File: src/rtl/spi_regfile_if.sv
// ============================================================================
// Module   : spi_regfile_if
// Brief    : SPI pin bundle (sclk/COPI/cs/CIPO) shared by controller and regfile.
// Revision : 1.0
// ============================================================================
`default_nettype none

interface spi_regfile_if;
  logic sclk;
  logic COPI;
  logic cs;
  logic CIPO;

  modport master (output sclk, output COPI, output cs, input CIPO);
  modport slave  (input sclk, input COPI, input cs, output CIPO);
endinterface

`default_nettype wire

File: src/rtl/spi_regfile.sv
// ============================================================================
// Module   : spi_regfile
// Brief    : SPI mode-0 peripheral exposing a small register file; frames are
//            {rw, addr, data} MSB first. Readback built when SPI_READBACK_EN.
// Revision : 1.0
// ============================================================================
`default_nettype none

module spi_regfile #(
  parameter int NUM_REGS = 5,
  parameter int ADDR_W   = 7,
  parameter int DATA_W   = 8
) (
  input  wire logic                       clk,
  input  wire logic                       rst_n,
  spi_regfile_if.slave                    spi,
  output logic [NUM_REGS*DATA_W-1:0]      regs_out,
  output logic                            wr_stb,
  output logic [ADDR_W-1:0]               wr_addr
);

  localparam int c_FRAME_W = 1 + ADDR_W + DATA_W;
  localparam int c_CNT_W   = $clog2(c_FRAME_W + 1);
  // The rw bit is shifted out before data completes, so only the wider field is kept.
  localparam int c_SH_W    = (ADDR_W + 1 > DATA_W) ? (ADDR_W + 1) : DATA_W;

  localparam logic [1:0] c_ST_IDLE = 2'd0;
  localparam logic [1:0] c_ST_HDR  = 2'd1;
  localparam logic [1:0] c_ST_DATA = 2'd2;
  localparam logic [1:0] c_ST_DONE = 2'd3;

  logic [2:0]                 r_sclk_s, r_copi_s, r_cs_s;
  logic [1:0]                 r_state, w_next;
  logic [c_CNT_W-1:0]         r_bit_cnt;
  logic [c_SH_W-2:0]          r_shift;
  logic [c_SH_W-1:0]          w_shift_next;
  logic [ADDR_W-1:0]          r_addr, w_hdr_addr;
  logic                       r_rw, w_hdr_rw;
  logic [DATA_W-1:0]          r_data;
  logic                       r_pending;
  logic [NUM_REGS*DATA_W-1:0] r_regs;
  logic                       w_sclk_rise, w_cs_fall, w_cs_rise, w_copi;
  logic                       w_start, w_shift_en, w_hdr_done, w_data_done;
  logic                       w_wr_hit, w_commit;

  always_ff @(posedge clk or negedge rst_n) begin
    if (!rst_n) begin
      r_sclk_s <= 3'b000;
      r_copi_s <= 3'b000;
      r_cs_s   <= 3'b111;
    end else begin
      r_sclk_s <= {r_sclk_s[1:0], spi.sclk};
      r_copi_s <= {r_copi_s[1:0], spi.COPI};
      r_cs_s   <= {r_cs_s[1:0], spi.cs};
    end
  end

  assign w_sclk_rise  = r_sclk_s[1] & ~r_sclk_s[2];
  assign w_cs_fall    = ~r_cs_s[1] & r_cs_s[2];
  assign w_cs_rise    = r_cs_s[1] & ~r_cs_s[2];
  assign w_copi       = r_copi_s[1];
  assign w_shift_next = {r_shift, w_copi};
  assign w_hdr_addr   = w_shift_next[ADDR_W-1:0];
  assign w_hdr_rw     = w_shift_next[ADDR_W];

  always_ff @(posedge clk or negedge rst_n) begin
    if (!rst_n) r_state <= c_ST_IDLE;
    else        r_state <= w_next;
  end

  always_comb begin
    w_next = r_state;
    if (w_cs_rise) begin
      w_next = c_ST_IDLE;
    end else begin
      case (r_state)
        c_ST_IDLE: if (w_cs_fall) w_next = c_ST_HDR;
        c_ST_HDR:  if (w_sclk_rise && r_bit_cnt == c_CNT_W'(ADDR_W)) w_next = c_ST_DATA;
        c_ST_DATA: if (w_sclk_rise && r_bit_cnt == c_CNT_W'(c_FRAME_W - 1)) w_next = c_ST_DONE;
        default:   w_next = r_state;
      endcase
    end
  end

  // A cs rise in the same clk as a sclk rise suppresses the shift, so the frame aborts.
  always_comb begin
    w_start     = (r_state == c_ST_IDLE) && w_cs_fall;
    w_shift_en  = w_sclk_rise && !w_cs_rise &&
                  ((r_state == c_ST_HDR) || (r_state == c_ST_DATA));
    w_hdr_done  = w_shift_en && (r_state == c_ST_HDR) &&
                  (r_bit_cnt == c_CNT_W'(ADDR_W));
    w_data_done = w_shift_en && (r_state == c_ST_DATA) &&
                  (r_bit_cnt == c_CNT_W'(c_FRAME_W - 1));
    w_wr_hit    = 1'b0;
    for (int n = 0; n < NUM_REGS; n++) begin
      if (r_addr == ADDR_W'(n)) w_wr_hit = 1'b1;
    end
    w_commit    = (r_state == c_ST_DONE) && r_pending && r_rw && w_wr_hit;
  end

  always_ff @(posedge clk or negedge rst_n) begin
    if (!rst_n) begin
      r_bit_cnt <= '0;
      r_shift   <= '0;
      r_addr    <= '0;
      r_rw      <= 1'b0;
      r_data    <= '0;
      r_pending <= 1'b0;
      r_regs    <= '0;
      wr_stb    <= 1'b0;
      wr_addr   <= '0;
    end else begin
      if (w_start) begin
        r_bit_cnt <= '0;
        r_shift   <= '0;
        r_rw      <= 1'b0;
      end else if (w_shift_en) begin
        r_bit_cnt <= r_bit_cnt + c_CNT_W'(1);
        r_shift   <= w_shift_next[c_SH_W-2:0];
      end
      if (w_hdr_done) begin
        r_addr <= w_hdr_addr;
        r_rw   <= w_hdr_rw;
      end
      if (w_data_done) r_data <= w_shift_next[DATA_W-1:0];
      r_pending <= w_data_done;
      wr_stb    <= w_commit;
      if (w_commit) wr_addr <= r_addr;
      for (int n = 0; n < NUM_REGS; n++) begin
        if (w_commit && r_addr == ADDR_W'(n)) r_regs[n*DATA_W +: DATA_W] <= r_data;
      end
    end
  end

  assign regs_out = r_regs;

`ifdef SPI_READBACK_EN
  logic [DATA_W-1:0] r_rd_shift, w_rd_word;
  logic              r_cipo, w_sclk_fall, w_cipo_shift;

  assign w_sclk_fall  = ~r_sclk_s[1] & r_sclk_s[2];
  assign w_cipo_shift = w_sclk_fall && !w_cs_rise && (r_state == c_ST_DATA) && !r_rw;

  always_comb begin
    w_rd_word = '0;
    for (int n = 0; n < NUM_REGS; n++) begin
      if (w_hdr_addr == ADDR_W'(n)) w_rd_word = r_regs[n*DATA_W +: DATA_W];
    end
  end

  always_ff @(posedge clk or negedge rst_n) begin
    if (!rst_n) begin
      r_rd_shift <= '0;
      r_cipo     <= 1'b0;
    end else if (w_hdr_done) begin
      r_rd_shift <= w_rd_word;
      r_cipo     <= 1'b0;
    end else if (w_cipo_shift) begin
      r_cipo     <= r_rd_shift[DATA_W-1];
      r_rd_shift <= r_rd_shift << 1;
    end else if (r_state == c_ST_IDLE) begin
      r_cipo     <= 1'b0;
    end
  end

  assign spi.CIPO = r_cipo && !r_rw &&
                    ((r_state == c_ST_DATA) || (r_state == c_ST_DONE));
`else
  assign spi.CIPO = 1'b0;
`endif

endmodule

`default_nettype wire

File: src/flat_wrapper.sv
// flat-port wrapper written by rule: the top's interface ports become plain ports
module spi_regfile_flat 
#(
  parameter int NUM_REGS = 5,
  parameter int ADDR_W   = 7,
  parameter int DATA_W   = 8
)
  (clk, rst_n, regs_out, wr_stb, wr_addr, spi_sclk, spi_COPI, spi_cs, spi_CIPO);
  spi_regfile_if spi_i ();
  input  wire logic clk;
  input  wire logic rst_n;
  output logic [NUM_REGS*DATA_W-1:0] regs_out;
  output logic wr_stb;
  output logic [ADDR_W-1:0] wr_addr;
  input wire logic [$bits(spi_i.sclk)-1:0] spi_sclk;
  input wire logic [$bits(spi_i.COPI)-1:0] spi_COPI;
  input wire logic [$bits(spi_i.cs)-1:0] spi_cs;
  output wire logic [$bits(spi_i.CIPO)-1:0] spi_CIPO;
  assign spi_i.sclk = spi_sclk;
  assign spi_i.COPI = spi_COPI;
  assign spi_i.cs = spi_cs;
  assign spi_CIPO = spi_i.CIPO;
  spi_regfile #(.NUM_REGS(NUM_REGS), .ADDR_W(ADDR_W), .DATA_W(DATA_W)) u_core (.clk(clk), .rst_n(rst_n), .spi(spi_i), .regs_out(regs_out), .wr_stb(wr_stb), .wr_addr(wr_addr));
endmodule
File: config.mk
export PLATFORM = sky130hd
export DESIGN_NAME = spi_regfile_flat
export DESIGN_NICKNAME = d
export VERILOG_FILES = /design/src/rtl/spi_regfile_if.sv /design/src/rtl/spi_regfile.sv /design/src/flat_wrapper.sv
export SDC_FILE = /design/constraint.sdc
export NUM_CORES = 1
export LEC_CHECK = 0
export CAP_MARGIN = 20
export CORE_MARGIN = 5
export CORE_UTILIZATION = 54
export CTS_CLUSTER_DIAMETER = 50
export DETAILED_ROUTE_END_ITERATION = 8
export GPL_ROUTABILITY_DRIVEN = 0
export PLACE_DENSITY = 0.8
export SYNTH_ARGS = -nofsm -noshare
export SYNTH_HDL_FRONTEND = slang
export SYNTH_SLANG_ARGS = --single-unit
File: constraint.sdc
create_clock -name clk -period 3.4 [get_ports clk]
set_clock_uncertainty 0.05 [all_clocks]
set_input_delay 0.68 -clock clk [delete_from_list [all_inputs] [get_ports clk]]
set_output_delay 0.68 -clock clk [all_outputs]
set_load 0.01 [all_outputs]
## Yosys cells after proc, flatten, opt, wreduce, memory -nomap -nowiden

Cells that the tools add are included.

| word-level totals | value |
|---|---|
| bits in registers | 87 |

| operators by class | value |
|---|---|
| mux-type cells | 16 |
| equality and inequality tests | 12 |
| reductions and logical operators | 25 |
| add/subtract/negate cells | 1 |
| bitwise gates (word level) | 6 |

Operators with widths:

| cell | number |
|---|---|
| $logic_and 1x1->1 | 17 |
| $eq 7x2->1 const B | 2 |
| $mux 7 | 2 |
| $mux 5 | 2 |
| $ne 3x1->1 const B | 3 |
| $mux 2 | 4 |
| $eq 7x1->1 const B | 1 |
| $eq 7x3->1 const B | 1 |
| $logic_not 7->1 | 1 |
| $mux 1 | 7 |
| $pmux 2 s3 | 1 |
| $add 5x1->5 const B | 1 |
| $eq 5x3->1 const B | 1 |
| $eq 5x4->1 const B | 1 |
| $eq 2x2->1 const B | 2 |
| $reduce_and 4->1 | 1 |
| $reduce_bool 2->1 | 2 |
| $reduce_bool 4->1 | 1 |
| $and 1x1->1 | 3 |
| $not 1->1 | 3 |
| $eq 2x1->1 const B | 1 |
| $logic_not 2->1 | 1 |
| $logic_not 1->1 | 1 |
| $logic_or 1x1->1 | 1 |

## Depth between registers and ports, before layout

Gate-level depths: netlist of run 1.

| logic depth | value |
|---|---|
| word-level depth | 8 |
| mapped depth | 7 |
| gate-level depth less buffers | 7 |

## Worst setup path after synthesis of run 1

Ideal clock, no wire load.

| timing | value |
|---|---|
| kind | register -> register |
| from | register u_core.r_addr[3] |
| to | register u_core.r_regs[16] (netlist: u_core.regs_out[16]) |
| path buffers | 1 |
| arrival time | 1.561 ns |
| clock period less this slack | 1.736 ns |
| stages on the path, launching flop included | 6 |
| slack | 1.664 ns |
| library setup time | 0.125 ns |
| data required time | 3.225 ns |
| cells stage by stage | dfrtp_1 nor4_2 nor3b_4 and3b_1 buf_6 mux2_2 |

| between the ends | value |
|---|---|
| word-level cells in the longest chain between the ends | 8 |
| elaborated cells on any way between the ends | 12 |
| those cells by class | eq/ne (4); mux (5); reduce/logical (3) |

RTL lines:

| what | RTL line | RTL |
|---|---|---|
| from (decl) | spi_regfile.sv:37 | `logic [ADDR_W-1:0] r_addr, w_hdr_addr;` |
| from (signal assigned) | spi_regfile.sv:122 | `r_addr <= w_hdr_addr;` |
| $logic_not 7->1 | spi_regfile.sv:96 | `if (r_addr == ADDR_W'(n)) w_wr_hit = 1'b1;` |
| $mux 1 (5 in series) | spi_regfile.sv:96 |  |
| $logic_and 1x1->1 | spi_regfile.sv:98 | `w_commit = (r_state == c_ST_DONE) && r_pending && r_rw && w_wr_hit;` |
| $logic_and 1x1->1 (*) | spi_regfile.sv:130 | `if (w_commit && r_addr == ADDR_W'(n)) r_regs[n*DATA_W +: DATA_W] <= r_data;` |
| to (signal, indexed assignment) | spi_regfile.sv:130 |  |
| to (decl) | spi_regfile.sv:41 | `logic [NUM_REGS*DATA_W-1:0] r_regs;` |

Every way passes the cells marked *; elsewhere a longest branch is shown, timed or not.
A chain may end at the register's enable or synchronous reset.

## Final worst setup path of run 1

| timing | value |
|---|---|
| from | register u_core.r_addr[3] |
| to | register u_core.r_regs[22] (netlist: u_core.regs_out[22]) |

The elaborated chain is that of the path after synthesis.

==> results of run 1 <==
[state kept, by name (all words and copies together), names as in the netlist]
| register | count |
|---|---|
| u_core.r_bit_cnt | 5 |
| u_core.wr_stb | 1 |
| u_core.r_pending | 1 |
| u_core.r_sclk_s | 3 |
| u_core.wr_addr | 7 |
| u_core.r_data | 8 |
| u_core.r_shift | 7 |
| u_core.r_addr | 7 |
| u_core.r_cs_s | 3 |
| u_core.regs_out | 40 |
| u_core.r_state | 2 |
| u_core.r_rw | 1 |
| u_core.r_copi_s | 2 |
[cell families after synthesis]
family | Yosys count | share of synthesized area, %
AND/OR/NAND/NOR | 57 | 9.48
XOR/XNOR | 2 | 0.507
other | 1 | 0.108
buffers and inverters | 16 | 2.75
AO/OA/AOI/OAI | 21 | 3.37
flip-flops | 87 | 63.1
multiplexers | 57 | 18.5
adder cells (fa/ha/maj) | 6 | 2.17
[cell type report]
class                      instances  area, sq um  area share, %
tap                               77         96.3           2.26
clock buffer                      10          138           3.24
timing repair buffer              53          546           12.8
inverter                           5         18.8          0.441
multi-input combinational        144         1180           27.8
sequential                        87         2180           51.3
clock inverter                     6         93.8           2.21
[per-stage QoR]
| stage | setup WS [ps] | power (W) | utilization [%] | cell area (sq um) | hold WS [ps] |
|---|---|---|---|---|---|
| 3_5_place_dp | 1260 | 0.00136 | 63.6 | 4000 | 296 |
| 5_1_grt | 1150 | 0.00223 | 67.8 | 4250 | 81.0 |
| 4_1_cts | 1250 | 0.00214 | 67.3 | 4230 | 310 |
| 6_report | 1290 | 0.00212 | 67.8 | 4250 | 98.2 |
| 3_3_place_gp | 1290 | 0.00134 | 63.6 | 4000 | 288 |
| 2_1_floorplan | 1660 | 0.00129 | - | 3460 | 281 |
[worst min path at each step]
stage	slack [ps]	endpoint
3_5_place_dp	300	u_core.r_sclk_s[1]
2_1_floorplan	280	u_core.r_copi_s[1]
4_1_cts	310	u_core.r_cs_s[1]
6_report	100	u_core.regs_out[12]
3_3_place_gp	290	u_core.r_sclk_s[1]
5_1_grt	80	u_core.regs_out[28]
[power by group]
group | switching, W | total, W | internal (W)
registers | 0.0000441 | 0.00112 | 0.00108
clock network | 0.000350 | 0.000788 | 0.000437
logic | 0.000127 | 0.000212 | 0.0000851
total | 0.000522 | 0.00212 | 0.00160
[cell usage in the layout (no fill, tap or decap)]
master / netlist / layout
sky130_fd_sc_hd__inv_1: 5 / 5
sky130_fd_sc_hd__nand2_1: 19 / 19
sky130_fd_sc_hd__o21a_1: 2 / 2
sky130_fd_sc_hd__a21oi_1: 15 / 15
sky130_fd_sc_hd__and2_1: 5 / 5
sky130_fd_sc_hd__nand3_2: 1 / 1
sky130_fd_sc_hd__a211oi_1: 1 / 1
sky130_fd_sc_hd__o21ai_0: 2 / 2
sky130_fd_sc_hd__nand3_1: 4 / 4
sky130_fd_sc_hd__mux2_2: 56 / 56
sky130_fd_sc_hd__nor4_2: 1 / 1
sky130_fd_sc_hd__dfstp_2: 3 / 3
sky130_fd_sc_hd__buf_16: 0 / 1
sky130_fd_sc_hd__buf_4: 2 / 1
sky130_fd_sc_hd__clkdlybuf4s50_1: 0 / 51
sky130_fd_sc_hd__and4_2: 1 / 1
sky130_fd_sc_hd__clkinv_4: 0 / 3
sky130_fd_sc_hd__and3_1: 3 / 3
sky130_fd_sc_hd__ha_1: 6 / 6
sky130_fd_sc_hd__nor2_2: 1 / 1
sky130_fd_sc_hd__dfrtp_1: 84 / 84
sky130_fd_sc_hd__nand3b_1: 1 / 1
sky130_fd_sc_hd__o2bb2ai_1: 1 / 1
sky130_fd_sc_hd__and3b_1: 3 / 3
sky130_fd_sc_hd__xnor2_1: 1 / 1
sky130_fd_sc_hd__clkinvlp_4: 0 / 1
sky130_fd_sc_hd__nor3b_4: 1 / 1
sky130_fd_sc_hd__bufinv_16: 0 / 2
sky130_fd_sc_hd__xor2_1: 1 / 1
sky130_fd_sc_hd__nor2b_1: 3 / 3
sky130_fd_sc_hd__nand3_4: 1 / 1
sky130_fd_sc_hd__nand2b_1: 1 / 1
sky130_fd_sc_hd__mux2i_1: 1 / 1
sky130_fd_sc_hd__nand4_1: 2 / 2
sky130_fd_sc_hd__nor2_1: 9 / 9
sky130_fd_sc_hd__clkbuf_8: 0 / 10
sky130_fd_sc_hd__or3_1: 1 / 1
sky130_fd_sc_hd__conb_1: 1 / 1
[critical path, delay by kind of cell (launching register included)]
| kind | cells | cell delay, ps |
|---|---|---|
| simple gates | 3 | 1160 |
| flops | 1 | 390 |
| mux | 1 | 390 |
[per-layer routing]
layer	track usage (%)	vias up	routed length, um	part of all wire (%)
li1	-	954	-	-
met1	20.3	1016	2800	46
met2	24.3	47	2870	47
met3	4.51	10	283	4.7
met4	5.58	0	93	1.5
met5	0	-	0	0
==> impl_table.tex, run 1 <==
\begin{tabular}{lr}
\hline
Metric & Value \\
\hline
\multicolumn{2}{l}{\textbf{Logic synthesis}} \\
\quad Mapped Cells & 247 \\
\quad Area of the mapped netlist & 3460 sq um \\
\quad Library cell with the largest summed area after synthesis & sky130\_fd\_sc\_hd\_\_dfrtp\_1 \\
\quad Fraction of synthesis flops using an asynchronous set or reset pin & 100\% \\
\quad Dominant cells by area after synthesis & sky130\_fd\_sc\_hd\_\_dfrtp\_1, sky130\_fd\_sc\_hd\_\_mux2\_2, sky130\_fd\_sc\_hd\_\_dfstp\_2 \\
\quad Number of distinct library cells after synthesis & 36 \\
\quad Syn Area/Cell & 14.0 sq um \\
\quad Top cell type's share of synthesized area & 60.8\% \\
\quad Post-synth EDFFs & 0 \\
\quad Count of state elements after synthesis & 87 \\
\quad Portion of the post-synthesis area used by sequential elements & 63.1\% \\
\quad Dominant synthesized flop cell & sky130\_fd\_sc\_hd\_\_dfrtp\_1 \\
\quad Number of nets in the synthesized netlist & 258 \\
\quad List of most frequent post-synthesis cells & sky130\_fd\_sc\_hd\_\_dfrtp\_1, sky130\_fd\_sc\_hd\_\_mux2\_2, sky130\_fd\_sc\_hd\_\_nand2\_1, sky130\_fd\_sc\_hd\_\_a21oi\_1, sky130\_fd\_sc\_hd\_\_nor2\_1 \\
\quad Cell with the most instances after synthesis & sky130\_fd\_sc\_hd\_\_dfrtp\_1 \\
\quad Warning count from the yosys run & 0 \\
\multicolumn{2}{l}{\textbf{Worst setup path}} \\
\quad Worst setup path start & u\_core.r\_addr[3] \\
\quad Setup Crit Path Kind & reg -> reg \\
\quad Arr. time, crit path & 2280 ps \\
\quad Cells along the critical path & nor4\_2 > nor3b\_4 > and3b\_1 > mux2\_2 \\
\quad Reg2reg path depth & 4 \\
\quad CP max stage delay & 480 ps \\
\quad Cell type of the slowest stage on the worst timing path & sky130\_fd\_sc\_hd\_\_and3b\_1 \\
\quad CP Max Fanout & 8 \\
\quad Endpoint of the worst-slack reg-to-reg timing path & u\_core.regs\_out[22] \\
\quad Startpoint kind of the worst setup timing path & flop \\
\quad Worst Setup End Kind & flop \\
\quad Source of the worst register-to-register timing path & u\_core.r\_addr[3] \\
\quad Required time of the critical path & 3570 ps \\
\quad Capture point of the critical path & u\_core.regs\_out[22] \\
\quad Internal reg-to-reg setup slack & 1290 ps \\
\multicolumn{2}{l}{\textbf{CTS}} \\
\quad TritonCTS clock tree & done \\
\quad Root buffer selected by CTS & sky130\_fd\_sc\_hd\_\_clkbuf\_8 \\
\quad Clock slew at reported path FFs & 90 ps \\
\quad Clock sink count & 87 \\
\quad Post\_cts resized & 0 \\
\quad Cts-stage hold buffer count & 0 \\
\quad Inserted Clock Buffers & 9 \\
\quad Insertion delay to the later sink of the worst-skew pair & 340 ps \\
\quad H-tree level count & 3 \\
\quad CTS Buffer Depth & 2 \\
\quad Setup bufs post-CTS & 0 \\
\multicolumn{2}{l}{\textbf{Global routing}} \\
\quad Global route overflow & 0 \\
\quad Vias in the first global route & 2073 \\
\quad Maximum number of pins on one net before global-route repair & 88 \\
\quad Total GRT Usage & 15.4\% \\
\quad First-pass GRT wire length & 10400 um \\
\quad Initial antenna violation count & 0 \\
\multicolumn{2}{l}{\textbf{Die}} \\
\quad Area of the die & 8100 sq um \\
\quad Overall die width & 90.0 um \\
\quad Count of pins on the block boundary & 54 \\
\quad Row cnt & 29 \\
\quad Die height & 90.0 um \\
\quad Floorplan Core Area & 6280 sq um \\
\quad Starting density of the core & 55.1\% \\
\multicolumn{2}{l}{\textbf{Cells and area}} \\
\quad Layout cells sized above 1 & 27.2\% \\
\quad Count of nets after finishing & 311 \\
\quad Area growth from synthesis to layout & 23.1\% \\
\quad Number of filler instances in the final layout & 442 \\
\quad Number of antenna repair diodes & 0 \\
\quad Cell Count, Final, Fillers Out & 382 \\
\multicolumn{2}{l}{\textbf{Placement}} \\
\quad Detailed Place HPWL & 4310 um \\
\quad Number of cells after detailed placement & 365 \\
\quad Input/output buffers & 52 \\
\multicolumn{2}{l}{\textbf{Routing}} \\
\quad Via count normalized by instance count & 5.31 \\
\quad Via Count & 2027 \\
\quad Post-route ant nets & 0 \\
\quad DR iter-0 viols & 113 \\
\quad Count of TritonRoute iterations in the first routing pass & 4 \\
\quad Average wire length per cell after detail routing & 15.8 um \\
\quad Drc violations & 0 \\
\quad Routed wire length & 6050 um \\
\multicolumn{2}{l}{\textbf{STA}} \\
\quad Accumulated negative setup slack & 0 ps \\
\quad Highest Clock Rate & 474 MHz \\
\quad Final hold violation count & 0 \\
\quad Setup violation total in the final timing report & 0 \\
\quad Unrepaired setup endpoints after global routing & false \\
\quad Final critical delay including setup and external delays & 2110 ps \\
\quad Final Max Slew Viols & 0 \\
\quad Final Cycle Share & 62.0\% \\
\multicolumn{2}{l}{\textbf{Run status}} \\
\quad Result of the run & finished, final reports clean \\
\multicolumn{2}{l}{\textbf{Pwr}} \\
\quad Leakage Power & 2.03 nW \\
\quad Power per Cell Area & 499 nW/um\^{}2 \\
\quad Peak supply drop & 376 uV \\
\multicolumn{2}{l}{\textbf{Run}} \\
\quad \# Max-Cap Violations & 0 \\
\multicolumn{2}{l}{\textbf{Min path}} \\
\quad Classification of the worst-slack hold path & in -> async \\
\hline
\end{tabular}
No activity file was read; power rests on OpenSTA's default activity.
==> run 2, diff against run 1 <==
--- a/config.mk
+++ b/config.mk
@@ -7,11 +7,11 @@
 export LEC_CHECK = 0
 export CAP_MARGIN = 20
 export CORE_MARGIN = 5
-export CORE_UTILIZATION = 54
+export CORE_UTILIZATION = 53
 export CTS_CLUSTER_DIAMETER = 50
 export DETAILED_ROUTE_END_ITERATION = 8
 export GPL_ROUTABILITY_DRIVEN = 0
-export PLACE_DENSITY = 0.8
+export PLACE_DENSITY = 0.79
 export SYNTH_ARGS = -nofsm -noshare
 export SYNTH_HDL_FRONTEND = slang
 export SYNTH_SLANG_ARGS = --single-unit
==> constraint.sdc (replaced) <==
create_clock -name clk -period 2 [get_ports clk]
set_clock_uncertainty 0.05 [all_clocks]
set_input_delay 0.4 -clock clk [delete_from_list [all_inputs] [get_ports clk]]
set_output_delay 0.4 -clock clk [all_outputs]
set_load 0.01 [all_outputs]
==> run 2 against run 1 <==
  * Combinational power rose by 86%
  * Clock-buffer cell count fell by 1
  * Critical path depth rose by 1
  * Hold slack improved by 200 ps
  * Via count rose by 3.7%
  * Register-to-register slack got worse by 1100 ps
  * Largest cell class unchanged
  * Fmax rose by 14%
  * Cell count rose by 2.4%
  * Core utilization rose by 1.0 points
  * First-iteration DRC count fell by 58%
  * Total power rose by 75%
  * Clock power rose by 79%
==> impl_table.tex, run 2 (synthesis results as in run 1) <==
\begin{tabular}{lr}
\hline
Metric & Value \\
\hline
\multicolumn{2}{l}{\textbf{Run status}} \\
\quad Result of the run & finished, final reports clean \\
\multicolumn{2}{l}{\textbf{Die}} \\
\quad Overall die width & 90.8 um (+0.84\%) \\
\quad Die height & 90.8 um (+0.84\%) \\
\quad Floorplan Core Area & 6350 sq um (+1.2\%) \\
\quad Starting density of the core & 54.4\% (-0.63 points) \\
\quad Row cnt & 29 (unchanged) \\
\quad Area of the die & 8240 sq um (+1.7\%) \\
\quad Count of pins on the block boundary & 54 (unchanged) \\
\multicolumn{2}{l}{\textbf{Routing}} \\
\quad Post-route ant nets & 0 (unchanged) \\
\quad Met3 wirelength from detailed routing & 362 um (+28\%) \\
\quad Average wire length per cell after detail routing & 16.5 um (+4.1\%) \\
\quad Met2 wire len & 3250 um (+13\%) \\
\quad Top routing layer in use & met4 \\
\quad Drc violations & 0 (unchanged) \\
\quad Routed wire length & 6450 um (+6.5\%) \\
\quad Via Count & 2103 (+3.7\%) \\
\quad Count of TritonRoute iterations in the first routing pass & 4 (unchanged) \\
\quad DR iter-0 viols & 47 (-58\%) \\
\quad Via count normalized by instance count & 5.38 (+1.4\%) \\
\quad Met1 routed wirelength after detailed routing & 2740 um (-2.2\%) \\
\multicolumn{2}{l}{\textbf{Worst setup path}} \\
\quad Startpoint kind of the worst setup timing path & flop \\
\quad Cells along the critical path & inv\_1 > ha\_1 > and3\_1 > nand3\_2 > mux2\_2 \\
\quad Required time of the critical path & 2180 ps (-1390 ps) \\
\quad Critical path buffers and inverters & 1 (+1) \\
\quad Reg2reg path depth & 5 (+1) \\
\quad CP Max Fanout & 9 (+1) \\
\quad Internal reg-to-reg setup slack & 140 ps (-1150 ps) \\
\quad Arr. time, crit path & 2040 ps (-240 ps) \\
\quad Cell depth of the worst setup path & 5 (+1) \\
\quad CP max stage delay & 400 ps (-80 ps) \\
\quad Endpoint of the worst-slack reg-to-reg timing path & u\_core.r\_data[3] \\
\quad Family with the most delay on the worst path & simple AND/OR/NAND/NOR gates \\
\quad Capture point of the critical path & u\_core.r\_data[3] \\
\quad Worst setup path start & u\_core.r\_state[0] \\
\quad Worst Setup End Kind & flop \\
\quad Cell type of the slowest stage on the worst timing path & sky130\_fd\_sc\_hd\_\_dfrtp\_1 \\
\quad Source of the worst register-to-register timing path & u\_core.r\_state[0] \\
\quad Setup Crit Path Kind & reg -> reg \\
\multicolumn{2}{l}{\textbf{STA}} \\
\quad Final Cycle Share & 92.8\% (+31 points) \\
\quad Highest Clock Rate & 539 MHz (+14\%) \\
\quad Final hold violation count & 0 (unchanged) \\
\quad Final Max Slew Viols & 0 (unchanged) \\
\quad Final critical delay including setup and external delays & 1860 ps (-252 ps) \\
\quad Unrepaired setup endpoints after global routing & false \\
\quad Post-route setup slack & 143 ps (-1150 ps) \\
\quad Accumulated negative setup slack & 0 ps (unchanged) \\
\quad Setup violation total in the final timing report & 0 (unchanged) \\
\quad Tightest hold margin & 302 ps (+204 ps) \\
\multicolumn{2}{l}{\textbf{Global routing}} \\
\quad Global route overflow & 0 (unchanged) \\
\quad Maximum number of pins on one net before global-route repair & 35 (-60\%) \\
\quad Vias in the first global route & 2212 (+6.7\%) \\
\quad Total GRT Usage & 16.9\% (+1.5 points) \\
\quad Initial antenna violation count & 0 (unchanged) \\
\quad First-pass GRT wire length & 11000 um (+6.7\%) \\
\multicolumn{2}{l}{\textbf{Cells and area}} \\
\quad Most common cell after layout, fill and taps aside & sky130\_fd\_sc\_hd\_\_dfrtp\_1 \\
\quad Number of flip-flops under the largest register name & 40 (unchanged) \\
\quad Count of nets after finishing & 321 (+3.2\%) \\
\quad Layout cells sized above 1 & 29.6\% (+2.4 points) \\
\quad Number of antenna repair diodes & 0 (unchanged) \\
\quad Area growth from synthesis to layout & 26.3\% \\
\quad Most frequent cells in the layout & sky130\_fd\_sc\_hd\_\_dfrtp\_1, sky130\_fd\_sc\_hd\_\_mux2\_2, sky130\_fd\_sc\_hd\_\_clkdlybuf4s50\_1, sky130\_fd\_sc\_hd\_\_nand2\_1, sky130\_fd\_sc\_hd\_\_a21oi\_1 \\
\multicolumn{2}{l}{\textbf{Min path}} \\
\quad Min-delay src & u\_core.r\_copi\_s[0] \\
\quad Hold path depth & 0 \\
\quad Classification of the worst-slack hold path & reg -> reg \\
\multicolumn{2}{l}{\textbf{Placement}} \\
\quad Post-placement worst setup slack & 99.9 ps (-1160 ps) \\
\quad Input/output buffers & 52 (unchanged) \\
\quad Detailed Place HPWL & 4470 um (+3.9\%) \\
\multicolumn{2}{l}{\textbf{Pwr}} \\
\quad Leakage Power & 2.08 nW (+2.7\%) \\
\quad Power per Cell Area & 850 nW/um\^{}2 (+70\%) \\
\quad Peak supply drop & 700 uV (+86\%) \\
\multicolumn{2}{l}{\textbf{CTS}} \\
\quad Inserted Clock Buffers & 9 (unchanged) \\
\quad Root buffer selected by CTS & sky130\_fd\_sc\_hd\_\_clkbuf\_8 \\
\quad H-tree level count & 3 (unchanged) \\
\quad Clock sink count & 87 (unchanged) \\
\quad Clock slew at reported path FFs & 80 ps (about the same) \\
\quad TritonCTS clock tree & done \\
\quad Setup bufs post-CTS & 0 (unchanged) \\
\quad CTS Buffer Depth & 2 (unchanged) \\
\quad Insertion delay to the later sink of the worst-skew pair & 350 ps (about the same) \\
\multicolumn{2}{l}{\textbf{Run}} \\
\quad \# Max-Cap Violations & 0 (unchanged) \\
\hline
\end{tabular}
[run 2: worst min path at each step]
| stage | to |
|---|---|
| finish | u_core.r_copi_s[1] |
| global route | u_core.r_cs_s[1] |
| CTS | u_core.r_copi_s[1] |
| detailed placement | u_core.r_copi_s[1] |
| global placement | u_core.r_copi_s[1] |
| floorplan | u_core.r_addr[0] |
[run 2: routing by layer]
layer | vias to the layer above | track usage [%]
met5 | - | 0
met2 | 58 | 28.3
met1 | 1059 | 21.1
li1 | 978 | -
met3 | 8 | 3.58
met4 | 0 | 7.44
[run 2: what timing repair did]
action | CTS | global route
setup endpoints to repair | 0 | 14
endpoints found under the hold margin | 32 | 0
gates resized for setup | 0 | 2
hold buffers | 1 | 0
[run 2: worst reg2reg max path: stages, from the launching register on]
cell and delay (ps):
sky130_fd_sc_hd__dfrtp_1 400, sky130_fd_sc_hd__inv_1 90, sky130_fd_sc_hd__ha_1 380, sky130_fd_sc_hd__and3_1 210, sky130_fd_sc_hd__nand3_2 260, sky130_fd_sc_hd__mux2_2 360
[run 2: cell type report]
| class | count | area (sq um) |
|---|---|---|
| Timing Repair Buffer | 63 | 653 |
| Fill cell | 442 | 1980 |
| Sequential cell | 87 | 2180 |
| Inverter | 5 | 18.8 |
| Clock inverter | 6 | 110 |
| Tap cell | 77 | 96.3 |
| Clock buffer | 9 | 124 |
| Multi-Input combinational cell | 144 | 1180 |
[run 2: report_power, final]
part	internal (W)	switching, W
registers	0.00184	0.0000710
logic	0.000162	0.000233
clock network	0.000820	0.000588
[run 2: metrics by stage]
step / utilization (%) / cells / cell area, sq um / total power (W)
final: 68.8 / 391 / 4370 / 0.00371
after global routing: 68.8 / 391 / 4370 / 0.00389
after CTS: 68.7 / 391 / 4360 / 0.00376
after detailed placement: 64.9 / 375 / 4120 / 0.00234
after global placement: 64.9 / 375 / 4120 / 0.00231
after floorplan: - / 247 / 3460 / 0.00220
==> edit 1, RTL diff (config.mk and constraints of run 2) <==
Build with the macro `SPI_READBACK_EN` defined.
--- a/src/rtl/spi_regfile.sv
+++ b/src/rtl/spi_regfile.sv
@@ -5,6 +5,8 @@
 // Revision : 1.0
 // ============================================================================
 `default_nettype none
+
+`define SPI_READBACK_EN
 
 module spi_regfile #(
   parameter int NUM_REGS = 5,
Behaviour: no difference found for any inputs over 10 cycles, from zero or initial values and one cycle with rst_n low; that may be too few to reach the edited logic, so the function may still have changed.
==> edit 1 against run 2 <==
Count of clock-buffer cells in the layout up 1; largest cell class unchanged; sequential cell count increased by 9; worst setup slack worse by 0.089 ns; area after synthesis up 22%; hold slack better by 0.0052 ns; fmax shrank 4.6%; cell area up 21%; wire length is 44% higher; first-iteration DRC count increased to 3.2 times the old value.
Power is not compared: it rests on default switching activity, and its combinational part moved more than twofold at a synthesized area within 25%.
==> edit 1: results (changes against run 2) <==
Clock tree
  • Clock slew at reported path FFs: 0.09 ns
  • CTS buffer count: 9 (unchanged)
  • Clock H-tree levels: 3 (unchanged)
  • Root buf cell: clkbuf_8
  • Clock Latency Late Sink: approximately 0.36 ns
  • Clock Tree Buf Depth: 2 (unchanged)

Cells and area
  • Layout cells sized above 1: 27.6% (-2.0 points)
  • Antenna cells: 0 (unchanged)
  • Nets: 415 (+29%)
  • Max reg flops: 40 (unchanged)
  • Fillers: 555 (+26%)

Yosys
  • Syn nets: 340 (+32%)
  • Yosys cell types: 42 (+17%)
  • Async set-reset flop share out of synthesis: 100% (unchanged)
  • Synth top cells by count: dfrtp_1, mux2_2, mux2i_1
  • Sequential area share after synthesis: 57.0% (-6.1 points)
  • Synth Warn #: 0 (unchanged)
  • Top cells by area, synth: dfrtp_1, mux2_2, mux2i_1

Route
  • Pre-Repair DR Iteration Count: 4 (unchanged)
  • Drt total wl: 9260 um (+44%)
  • DR iter-0 viols: 149 (+220%)
  • Via count: 2875 (+37%)

Worst setup path
  • Worst reg2reg setup slack: 0.05 ns (-0.09 ns)
  • Slowest stage cell, crit path: dfrtp_1
  • Crit path max-delay family: simple AND/OR/NAND/NOR gates
  • R2R Path End: u_core.regs_out[20]
  • CP startpoint kind: flip-flop
  • CP peak stage delay: 0.42 ns (+0.02 ns)
  • CP Max Fanout: 8 (-1)
  • Worst R2R Path Depth: 5 (unchanged)
  • CP Capture Type: flip-flop
  • Worst r2r src: u_core.r_addr[3]
  • Data arrival time of the critical path: 2.14 ns (+0.10 ns)

Global routing
  • Met2 GRT Util: 30.7% (+2.4 points)
  • Gr usage total: 19.4% (+2.4 points)
  • First-pass GRT wire length: 15000 um (+36%)
  • Met3 Usage GRT: 3.23% (-0.36 points)
  • Gr busiest metal: met2
  • Initial antenna violation count: 0 (unchanged)
  • Global Route met1 Usage: 26.7% (+5.6 points)
  • Largest net degree at the start of global routing: 45 (+29%)

STA
  • Slew margin rel.: between 60% and 70%

Place
  • Port Buffer Count: 53 (+1.9%)
  • Placed cell areas: 0.00505 mm^2 (+22%)
  • Detail Placement HPWL: 6260 um (+40%)

Power
  • Lkg Pwr: roughly 2.5 nW
  • Peak supply drop: slightly above 0.6 mV

Hold path
  • Hold Path Class: reg -> reg

Status
  • Outcome: finished, final reports clean
-- edit 1: cell count changes after synthesis, sizes merged, moves of 3 or more --
cell,run 2,this run
and3b,3,0
nor3,0,9
o22ai,0,8
nand2,19,16
o21ai,2,7
mux2i,1,25
nor2,10,17
clkbuf,3,10
nor4b,0,3
o221ai,0,8
dfrtp,84,93
inv,5,14
a21oi,15,11
-- edit 1: worst reg2reg max path, stage by stage (launching register included) --
cell,delay (ns)
dfrtp_1,0.42
nor4_4,0.34
nand4_4,0.21
nor4b_4,0.31
buf_12,0.17
mux2_2,0.34
-- edit 1: cells by family after synthesis --
| family | share of synthesized area (%) |
|---|---|
| compound gates | 6.02 |
| fa+ha+maj | 1.78 |
| simple gates | 11.4 |
| mux | 20.6 |
| xor+xnor | 0.415 |
| buf+inv | 2.79 |
| flops | 57.0 |
-- edit 1: cell type report --
class / instances / area (um^2) / share of cell area [%]
Tap cell: 102 / 128 / 2.42
Clock buffer: 10 / 128 / 2.42
Timing Repair Buffer: 80 / 791 / 15.0
Sequential cell: 96 / 2410 / 45.6
Multi-Input combinational cell: 203 / 1730 / 32.7
Clock inverter: 6 / 46.3 / 0.877
Inverter: 14 / 52.6 / 0.996
-- edit 1: power breakdown --
group          internal (mW)  switching [mW]
Clock                  0.457           0.684
Sequential              2.05          0.0893
Combinational          0.345           0.506
Total                   2.85            1.28
-- edit 1: metal layers --
layer  vias to the layer above  routed length (um)
met5                         -                   0
met4                         0                 178
met3                        17                 483
met2                        72                4570
met1                      1455                4020
li1                       1331                   -
-- edit 1: what timing repair did --
| item | in CTS | in global routing |
|---|---|---|
| endpoints found under the setup margin | 1 | 20 |
| hold buffers | 1 | 0 |
| buffers inserted | 0 | 3 |
| gates resized for setup | 4 | 8 |
| hold endpoints to repair | 18 | 0 |
| pin swaps | 0 | 0 |
-- edit 1: how the worst min path moves through the flow --
stage	slack [ns]	end	depth (start not counted)	from
after global placement	0.25	u_core.wr_addr[6]	1	rst_n
after CTS	0.31	u_core.r_copi_s[1]	0	u_core.r_copi_s[0]
after global routing	0.32	u_core.r_cs_s[1]	0	u_core.r_cs_s[0]
final	0.31	u_core.r_copi_s[1]	0	u_core.r_copi_s[0]
after floorplan	0.05	u_core.r_addr[0]	0	rst_n
after detailed placement	0.25	u_core.wr_addr[6]	1	rst_n
-- edit 1: metrics by stage --
step / power [mW] / setup slack [ns] / cells / hold WS (ns)
5_1_grt: 4.33 / -0.0306 / 511 / 0.318
3_5_place_dp: 3.01 / 0.0503 / 491 / 0.249
6_report: 4.13 / 0.0543 / 511 / 0.307
2_1_floorplan: 2.71 / 0.0878 / 329 / 0.0544
4_1_cts: 4.13 / 0.00120 / 508 / 0.310
3_3_place_gp: 2.99 / 0.111 / 491 / 0.249
==> edit 2, RTL diff (flow settings as in run 2) <==
Made on the original files. Put one more register stage on the output `regs_out`. The value now appears one clock later. The other outputs are not delayed to match.
--- a/src/rtl/spi_regfile.sv
+++ b/src/rtl/spi_regfile.sv
@@ -132,7 +132,9 @@
     end
   end
 
-  assign regs_out = r_regs;
+  always_ff @(posedge clk) begin
+    regs_out <= r_regs;
+  end
 
 `ifdef SPI_READBACK_EN
   logic [DATA_W-1:0] r_rd_shift, w_rd_word;
Check against the original RTL: same outputs for any inputs over 10 cycles, from zero or initial values and one cycle with rst_n low; that may be too few to reach the edited logic, so the function may still have changed.
==> edit 2 against run 2 <==
Wire length rose by 16%; highest routed layer unchanged; global-route usage fell by 0.46 points; sequential cell count up 40; critical path type unchanged; worst setup slack got worse by 0.034 ns; first-iteration DRC count increased by 45%; area after synthesis up 25%; cell area grew 28%; cell count increased by 20%; critical endpoint is now u_core.r_regs[16]; total power increased by 57%; fmax down 1.8%.
==> edit 2: results (changes against run 2) <==
Clock tree
  • Clock slew at reported path FFs: 0.06 ns (-0.02 ns)
  • Clock Latency Late Sink: 0.51 ns (+0.16 ns)
  • Hold buffers post-CTS: 1 (unchanged)
  • Clock Tree Buf Depth: 2 (unchanged)
  • Root buf cell: clkbuf_8
  • Clock H-tree levels: 4 (+1)
  • CTS resizes: 0 (unchanged)
  • Post-CTS setup repair buffer count: 0 (unchanged)
  • CTS buffer count: 17 (+8)

Place
  • Placed cell areas: 0.00502 mm^2 (+22%)
  • Detail Placement HPWL: 4960 um (+11%)
  • Placed Cells: 435 (+16%)
  • Setup WS pre-CTS: 0.0703 ns (-0.0295 ns)
  • Port Buffer Count: 52 (unchanged)

Global routing
  • Largest net degree at the start of global routing: 41 (+17%)
  • Met2 GRT Util: 26.7% (-1.6 points)
  • Initial antenna violation count: 0 (unchanged)
  • Global Route met1 Usage: 20.3% (-0.87 points)
  • Vias in the first global route: 2503 (+13%)
  • Gr usage total: 16.5% (-0.46 points)
  • Met3 Usage GRT: 5.35% (+1.8 points)
  • First-pass GRT wire length: 12500 um (+13%)

Yosys
  • Async set-reset flop share out of synthesis: 68.5% (-31 points)
  • Yosys cell types: 37 (+2.8%)
  • Top cells by area, synth: dfrtp_1, dfxtp_1, mux2_2
  • Synth top cells by count: dfrtp_1, dfxtp_1, mux2_2
  • Syn nets: 288 (+12%)
  • Gate Count Post-Synth: 277 (+12%)
  • Synth Warn #: 0 (unchanged)
  • Sequential area share after synthesis: 68.8% (+5.7 points)

Power
  • Peak supply drop: 0.589 mV (-16%)
  • Internal: 4.43 mW (+57%)
  • Lkg Pwr: 2.61 nW (+25%)

Worst setup path
  • CP Max Fanout: 7 (-2)
  • CP peak stage delay: 0.40 ns (about the same)
  • Data arrival time of the critical path: 2.24 ns (+0.20 ns)
  • Crit path max-delay family: simple AND/OR/NAND/NOR gates
  • Slowest stage cell, crit path: dfrtp_1

Hold path
  • Hold Path Class: in -> reg

Cells and area
  • Top flop regs: u_core.r_regs x40, u_core.regs_out x40, u_core.r_data x8
  • Layout cells sized above 1: 30.9% (+1.2 points)
  • Nets: 361 (+12%)
  • Non-filler cells, final: 468 (+20%)
  • Antenna cells: 0 (unchanged)

Route
  • WL/cell: 16.0 um (-3.1%)
  • Top sig layer: met4
  • Wire length on met2: 3760 um (+15%)
  • DR iter-0 viols: 68 (+45%)
  • Met1 wire length: 3280 um (+20%)
  • Met3 Wirelength: 354 um (-2.2%)
  • Pre-Repair DR Iteration Count: 4 (unchanged)
  • Via count: 2373 (+13%)

STA
  • Slew Viols, Final: 0 (unchanged)

Status
  • Outcome: finished, final reports clean
[edit 2: changes by cell type after synthesis, sizes merged]
cell   change
and3       +1
mux2i      +8
nor2       +9
nand4      +1
or3        -1
nand3      -2
nand2     -16
xor2       +1
a21oi      -9
dfxtp     +40
buf        -1
o21ai      -1
[edit 2: path summary, 6_finish.rpt]
kind | to | startpoint | cells past startpoint | slack (ns)
setup / recovery | u_core.r_regs[16] | u_core.r_addr[6] | 5 | 0.11
hold / removal | u_core.r_cs_s[0] | spi_cs | 1 | 0.24
setup reg to reg | u_core.r_regs[16] | u_core.r_addr[6] | 5 | 0.11
hold reg to reg | u_core.r_sclk_s[1] | u_core.r_sclk_s[0] | 0 | 0.30
max in group asynchronous | u_core.r_regs[10] | rst_n | 3 | 1.00
min in group asynchronous | u_core.wr_addr[4] | rst_n | 2 | 0.31
[edit 2: power groups by stage]
stage	clock [mW]	sequential, mW	combinational [mW]
6_report	2.72	2.70	0.392
5_1_grt	2.90	2.71	0.447
4_1_cts	2.77	2.70	0.401
3_5_place_dp	0	2.75	0.396
3_3_place_gp	0	2.74	0.375
2_1_floorplan	0	2.73	0.284
[edit 2: cell type report]
class / count / area (um^2)
well taps: 105 / 131
clock inverters: 12 / 83.8
repair buffers: 64 / 652
clock buffers: 20 / 457
inverters: 5 / 18.8
flip-flops and latches: 127 / 2980
fillers: 553 / 2500
multi-input cells: 135 / 1270
[edit 2: kinds of logic after synthesis]
group | Yosys count | synth area share (%)
buffers and inverters | 15 | 2.28
adder cells (fa/ha/maj) | 6 | 1.73
other | 1 | 0.0866
XOR/XNOR | 3 | 0.607
AO/OA/AOI/OAI | 11 | 1.53
multiplexers | 65 | 18.0
AND/OR/NAND/NOR | 49 | 6.90
flip-flops | 127 | 68.8
